$ cat config.mk
export PLATFORM = sky130hd
export DESIGN_NAME = peri_bus_bridge_flat
export DESIGN_NICKNAME = d
export VERILOG_FILES = /design/src/rtl/peri_bus_bridge_if.sv /design/src/rtl/peri_bus_bridge.sv /design/src/flat_wrapper.sv
export SDC_FILE = /design/constraint.sdc
export NUM_CORES = 1
export LEC_CHECK = 0
export ABC_AREA = 1
export CORE_AREA = 2 2 130 132
export CTS_BUF_LIST = sky130_fd_sc_hd__clkbuf_8
export CTS_CLUSTER_DIAMETER = 60
export DETAILED_ROUTE_END_ITERATION = 16
export DIE_AREA = 0 0 132 134
export PLACE_DENSITY_LB_ADDON = 0.12
export SYNTH_ARGS = -nofsm -noshare
export SYNTH_HDL_FRONTEND = slang
export SYNTH_SLANG_ARGS = --single-unit
$ cat constraint.sdc
create_clock -name clk -period 3.15 [get_ports clk]
set_clock_uncertainty 0.15 [all_clocks]
set_input_delay 0.7875 -clock clk [delete_from_list [all_inputs] [get_ports clk]]
set_output_delay 0.7875 -clock clk [all_outputs]
set_load 0.01 [all_outputs]
$ cat src/rtl/peri_bus_bridge_if.sv
// Bundle of the pipeline-side request/response signals and the peripheral
// req/ack bus handled by peri_bus_bridge.
// master : the bridge itself (it masters the peripheral bus).
// slave  : the surrounding environment (memory stage + peripheral).
interface peri_bus_bridge_if;
    logic        req_valid;
    logic        req_we;
    logic [31:0] req_addr;
    logic        is_peri;
    logic [31:0] req_wdata;
    logic [3:0]  req_be;
    logic        stall;
    logic        resp_valid;
    logic [31:0] resp_rdata;
    logic        bus_err;
    logic        p_req;
    logic        p_we;
    logic [31:0] p_addr;
    logic [31:0] p_wdata;
    logic [3:0]  p_be;
    logic        p_ack;
    logic [31:0] p_rdata;

    modport master (
        input  req_valid, req_we, req_addr, is_peri, req_wdata, req_be,
        input  p_ack, p_rdata,
        output stall, resp_valid, resp_rdata, bus_err,
        output p_req, p_we, p_addr, p_wdata, p_be
    );

    modport slave (
        output req_valid, req_we, req_addr, is_peri, req_wdata, req_be,
        output p_ack, p_rdata,
        input  stall, resp_valid, resp_rdata, bus_err,
        input  p_req, p_we, p_addr, p_wdata, p_be
    );
endinterface

$ cat src/rtl/peri_bus_bridge.sv
// Peripheral bus bridge: turns a memory-stage access flagged as peripheral
// into a single req/ack transaction, stalling the pipeline until the
// peripheral acknowledges or the timeout counter expires.
module peri_bus_bridge #(
    parameter int unsigned TIMEOUT  = 16,
    parameter logic [31:0] ERR_DATA = 32'hDEAD_BEEF
) (
    input logic               clk,
    input logic               rst_n,
    peri_bus_bridge_if.master bus
);

    typedef enum logic [1:0] {
        IDLE = 2'd0,
        BUSY = 2'd1,
        DONE = 2'd2
    } state_t;

    // Value of the counter in the last cycle p_req may stay high unanswered.
    localparam logic [7:0] TIMEOUT_LAST = 8'(TIMEOUT - 1);

    state_t      state_r;
    logic [7:0]  count_r;
    logic        p_req_r;
    logic        p_we_r;
    logic [31:0] p_addr_r;
    logic [31:0] p_wdata_r;
    logic [3:0]  p_be_r;
    logic [31:0] resp_rdata_r;
    logic        resp_valid_r;
    logic        bus_err_r;
    logic        stall_s;

    // Transaction FSM: latches the request, waits for ack or timeout, issues the response pulse.
    always_ff @(posedge clk or negedge rst_n) begin
        if (!rst_n) begin
            state_r      <= IDLE;
            count_r      <= 8'd0;
            p_req_r      <= 1'b0;
            p_we_r       <= 1'b0;
            p_addr_r     <= 32'd0;
            p_wdata_r    <= 32'd0;
            p_be_r       <= 4'd0;
            resp_rdata_r <= 32'd0;
            resp_valid_r <= 1'b0;
            bus_err_r    <= 1'b0;
        end else begin
            // Response flags are single-cycle pulses unless set below.
            resp_valid_r <= 1'b0;
            bus_err_r    <= 1'b0;
            case (state_r)
                IDLE: begin
                    if (bus.req_valid && bus.is_peri) begin
                        p_we_r    <= bus.req_we;
                        // Word-align: the low address bits are dropped, not checked.
                        p_addr_r  <= bus.req_addr & 32'hFFFF_FFFC;
                        p_wdata_r <= bus.req_wdata;
                        p_be_r    <= bus.req_be;
                        p_req_r   <= 1'b1;
                        count_r   <= 8'd0;
                        state_r   <= BUSY;
                    end else begin
                        state_r   <= IDLE;
                    end
                end
                BUSY: begin
                    count_r <= count_r + 8'd1;
                    // An ack in the final timeout cycle still counts as success.
                    if (bus.p_ack) begin
                        p_req_r      <= 1'b0;
                        resp_rdata_r <= p_we_r ? 32'd0 : bus.p_rdata;
                        resp_valid_r <= 1'b1;
                        bus_err_r    <= 1'b0;
                        state_r      <= DONE;
                    end else if (count_r == TIMEOUT_LAST) begin
                        p_req_r      <= 1'b0;
                        resp_rdata_r <= p_we_r ? 32'd0 : ERR_DATA;
                        resp_valid_r <= 1'b1;
                        bus_err_r    <= 1'b1;
                        state_r      <= DONE;
                    end else begin
                        state_r      <= BUSY;
                    end
                end
                DONE: begin
                    // Pipeline advances here; a new request is only taken from IDLE.
                    state_r <= IDLE;
                end
                default: begin
                    p_req_r <= 1'b0;
                    state_r <= IDLE;
                end
            endcase
        end
    end

    // Stall from the moment a peripheral access is presented until the response cycle.
    always_comb begin
        stall_s = 1'b0;
        case (state_r)
            IDLE: begin
                if (bus.req_valid && bus.is_peri) begin
                    stall_s = 1'b1;
                end else begin
                    stall_s = 1'b0;
                end
            end
            BUSY:    stall_s = 1'b1;
            DONE:    stall_s = 1'b0;
            default: stall_s = 1'b0;
        endcase
    end

    assign bus.stall      = stall_s;
    assign bus.resp_valid = resp_valid_r;
    assign bus.resp_rdata = resp_rdata_r;
    assign bus.bus_err    = bus_err_r;
    assign bus.p_req      = p_req_r;
    assign bus.p_we       = p_we_r;
    assign bus.p_addr     = p_addr_r;
    assign bus.p_wdata    = p_wdata_r;
    assign bus.p_be       = p_be_r;

endmodule
$ cat src/flat_wrapper.sv
// flat-port wrapper written by rule: the top's interface ports become plain ports
module peri_bus_bridge_flat 
#(
    parameter int unsigned TIMEOUT  = 16,
    parameter logic [31:0] ERR_DATA = 32'hDEAD_BEEF
)
  (clk, rst_n, bus_req_valid, bus_req_we, bus_req_addr, bus_is_peri, bus_req_wdata, bus_req_be, bus_p_ack, bus_p_rdata, bus_stall, bus_resp_valid, bus_resp_rdata, bus_bus_err, bus_p_req, bus_p_we, bus_p_addr, bus_p_wdata, bus_p_be);
  peri_bus_bridge_if bus_i ();
  input logic clk;
  input logic rst_n;
  input wire logic [$bits(bus_i.req_valid)-1:0] bus_req_valid;
  input wire logic [$bits(bus_i.req_we)-1:0] bus_req_we;
  input wire logic [$bits(bus_i.req_addr)-1:0] bus_req_addr;
  input wire logic [$bits(bus_i.is_peri)-1:0] bus_is_peri;
  input wire logic [$bits(bus_i.req_wdata)-1:0] bus_req_wdata;
  input wire logic [$bits(bus_i.req_be)-1:0] bus_req_be;
  input wire logic [$bits(bus_i.p_ack)-1:0] bus_p_ack;
  input wire logic [$bits(bus_i.p_rdata)-1:0] bus_p_rdata;
  output wire logic [$bits(bus_i.stall)-1:0] bus_stall;
  output wire logic [$bits(bus_i.resp_valid)-1:0] bus_resp_valid;
  output wire logic [$bits(bus_i.resp_rdata)-1:0] bus_resp_rdata;
  output wire logic [$bits(bus_i.bus_err)-1:0] bus_bus_err;
  output wire logic [$bits(bus_i.p_req)-1:0] bus_p_req;
  output wire logic [$bits(bus_i.p_we)-1:0] bus_p_we;
  output wire logic [$bits(bus_i.p_addr)-1:0] bus_p_addr;
  output wire logic [$bits(bus_i.p_wdata)-1:0] bus_p_wdata;
  output wire logic [$bits(bus_i.p_be)-1:0] bus_p_be;
  assign bus_i.req_valid = bus_req_valid;
  assign bus_i.req_we = bus_req_we;
  assign bus_i.req_addr = bus_req_addr;
  assign bus_i.is_peri = bus_is_peri;
  assign bus_i.req_wdata = bus_req_wdata;
  assign bus_i.req_be = bus_req_be;
  assign bus_i.p_ack = bus_p_ack;
  assign bus_i.p_rdata = bus_p_rdata;
  assign bus_stall = bus_i.stall;
  assign bus_resp_valid = bus_i.resp_valid;
  assign bus_resp_rdata = bus_i.resp_rdata;
  assign bus_bus_err = bus_i.bus_err;
  assign bus_p_req = bus_i.p_req;
  assign bus_p_we = bus_i.p_we;
  assign bus_p_addr = bus_i.p_addr;
  assign bus_p_wdata = bus_i.p_wdata;
  assign bus_p_be = bus_i.p_be;
  peri_bus_bridge #(.TIMEOUT(TIMEOUT), .ERR_DATA(ERR_DATA)) u_core (.clk(clk), .rst_n(rst_n), .bus(bus_i));
endmodule
==> run_results.csv <==
group,metric,value,unit
yosys,ys_seq_elements,112,
worst_setup_path,cpPeakStageDelay,0.45,ns
drt,dr.pass1.iters,4,
yosys,yosys.area.top_type_share,58.6,%
placement,hpwl,9.25,mm
grt,grt_usage,15.7,%
worst_setup_path,criticalPathCategory,"primary input to output port",
clocking,clock-sinks,112,
layout,drive_gt1_share,4.62,%
drt,drt_iter0_markers,209,
yosys,yosys-top-cells-area,"dfrtp_1 (59%), nand2_1 (17%), nand3_1 (10%), a21oi_1 (2.9%), inv_1 (2.7%)",
drt,wl,13.8,mm
worst_setup_path,critPathRequiredTime,2.21,ns
sta,fin_crit_sh,85.7,%
sta,period_needed,2.70,ns
outcome,outcome,"completed",
drt,routedWlPerCell,14.1,um
drt,vias,4441,
layout,regArea,2800,um2
die,die_y,134,um
yosys,synth-seq-area-share,58.6,%
worst_setup_path,crit_top_cell,"nand2_1",
grt,grt_pass1_vias,4389,
clocking,cts-root-buf,"clkbuf_8",
yosys,ys_types,24,
sta,rsz0062_at_grt,"false",
clocking,cts_buffers,9,
die,rows,47,
sta,slew_headroom,51.9,%
sta,drv_slew,0,
worst_setup_path,cp_data_arrival_time,1.76,ns
sta,fmax,0.370,GHz
worst_setup_path,path_cells,"clkdlybuf4s50_1, nand2_1, inv_2, nand2_1, nand2_1, dlymetal6s2s_1",
grt,antenna_found_initial,0,
placement,place.gp.congestion,0.805,
drt,drcViolationCount,0,
run,cap_viol_max_count,0,
grt,grt_pass1_wl,22.6,mm
sta,worstMarginPinSlew,0.722,ns
die,die_x,132,um
yosys,netlist_area,4780,um2
worst_setup_path,endpoint_kind,"output port",
clocking,cts.hold.buffers_added,0,
yosys,yosysTopAreaCell,"dfrtp_1",
sta,tns,0,ns
power,irDropWorstVdd,0.209,mV
layout,nets,860,
yosys,yosysWarningCount,0,
yosys,postSynthAreaPerCell,8.49,um2
placement,portBuffers,206,
worst_setup_path,cp-start-kind,"primary input",
drt,vias_per_cell,4.55,
die,core_area,16300,um2
clocking,htree_num_levels,3,
sta,hold_viol,0,
clocking,cts_tree,"built",
worst_setup_path,cp_max_fo,3,
clocking,insertion_delay,0.38,ns
hold_path,min_path_type,"primary input to async pin",
clocking,ctsLongestPathBuffers,2,
grt,grt_overflow,0,
layout,fillers,1611,
layout,multi_input_area,1650,um2
worst_setup_path,slowest_stage,"clkdlybuf4s50_1",
die,start_util,29.4,%
yosys,netlist_instances,563,
drt,ant_nets,0,
grt,grt_max_degree,68,
sta,holdWs,0.186,ns
die,io_pins,211,
clocking,clk_pin_slew_worst_paths,0.11,ns
sta,finalSetupViolCount,0,
layout,area_growth,50.7,%
layout,num_antenna_cells,0,
power,power.density,636,nW/um2
die,design.die.area,17700,um2
power,p_leak,3.57,nW
## per-layer routing
layer / GRT usage [%] / vias to the layer above / part of all wire, %
met5: 0 / - / 0
met1: 20.7 / 2087 / 45
met3: 5.71 / 17 / 9.7
li1: - / 2154 / -
met2: 23.7 / 183 / 44
met4: 6.04 / 0 / 1.9
## kinds of logic (layout without fill, tap and decap cells)
family | after synthesis | in the layout | share of synthesized area (%)
adder cells (fa/ha/maj) | 1 | 1 | 0.262
buffers and inverters | 76 | 269 | 7.17
flip-flops | 112 | 112 | 58.6
AO/OA/AOI/OAI | 34 | 34 | 3.90
other | 1 | 2 | 0.0784
AND/OR/NAND/NOR | 339 | 339 | 30.0
## final timing paths
| kind | cells after the start | to | startpoint | slack, ns |
|---|---|---|---|---|
| worst min-delay path | 1 | u_core.bus.resp_rdata[11] | rst_n | 0.19 |
| worst min register to register | 2 | u_core.bus.p_addr[31] | u_core.bus.p_addr[31] | 0.33 |
| min in group clk | 2 | u_core.bus.p_addr[31] | u_core.bus.p_addr[31] | 0.33 |
| max in group asynchronous | 2 | u_core.bus.p_addr[15] | rst_n | 1.97 |
| worst max register to register | 6 | u_core.bus.resp_rdata[20] | u_core.count_r[0] | 0.88 |
| worst max-delay path | 6 | bus_stall | bus_req_valid | 0.45 |
## worst max-delay path, delay by kind of cell
family,cells,cell delay [ns]
buffers and inverters,3,0.71
AND/OR/NAND/NOR,3,0.26
## cells in the mapped netlist
cell type and instances:
o31ai_1 1, buf_6 3, nand4_1 8, nor2_1 9
o21ai_0 4, buf_2 13, dfrtp_1 112, nand3_2 1
conb_1 1, nor3_1 1, clkinv_1 1, nand2_1 220
buf_1 3, ha_1 1, o21bai_4 1, a21oi_1 28
nand2_2 1, nor4_1 1, inv_2 1, nand2_4 1
clkbuf_1 15, nand3_1 97, inv_1 35, buf_4 5
## final cells by class
type	count	share of cell area [%]
Sequential cell	112	38.9
Timing Repair Buffer	217	29.9
Multi-Input combinational cell	376	22.9
Tap cell	220	3.82
Clock buffer	11	2.10
Inverter	37	1.93
Clock inverter	4	0.399
## sequential cells by signal, indices dropped and copies added, names as in the netlist, 2 cells and up
register	flops
u_core.bus.resp_rdata	32
u_core.bus.p_be	4
u_core.count_r	8
u_core.bus.p_addr	30
u_core.state_r	2
u_core.bus.p_wdata	32
## power by group
group          switching [mW]  internal (mW)  leakage, nW
clock network           0.500          0.329       0.0878
registers               0.224           1.82         1.43
logic                   0.793          0.918         2.06
## through the flow
stage               power [mW]  setup WS (ns)  std cells  cell area [um2]  util, %
global route              4.90          0.374        977             7200     44.2
global placement          3.77        0.00574        962             7020     43.1
detailed placement        3.80         0.0185        962             7020     43.1
CTS                       4.66         0.0142        977             7200     44.2
floorplan                 2.74           1.07        564             4790        -
finish                    4.58          0.449        977             7200     44.2
## timing repair
| action | in CTS | in global routing |
|---|---|---|
| buffers inserted | 0 | 0 |
| gates resized for setup | 0 | 1 |
| endpoints found under the setup margin | 0 | 1 |
## cells in the final DEF (no fill, tap or decap), types with 4 or more instances in the layout
master / count
clkbuf_8: 11
nand2_1: 219
dfrtp_1: 112
nand4_1: 8
inv_1: 34
a21oi_1: 28
clkdlybuf4s50_1: 204
o21ai_0: 4
nor2_1: 8
nand3_1: 97
buf_4: 11
(Power assumes the default switching activity.)
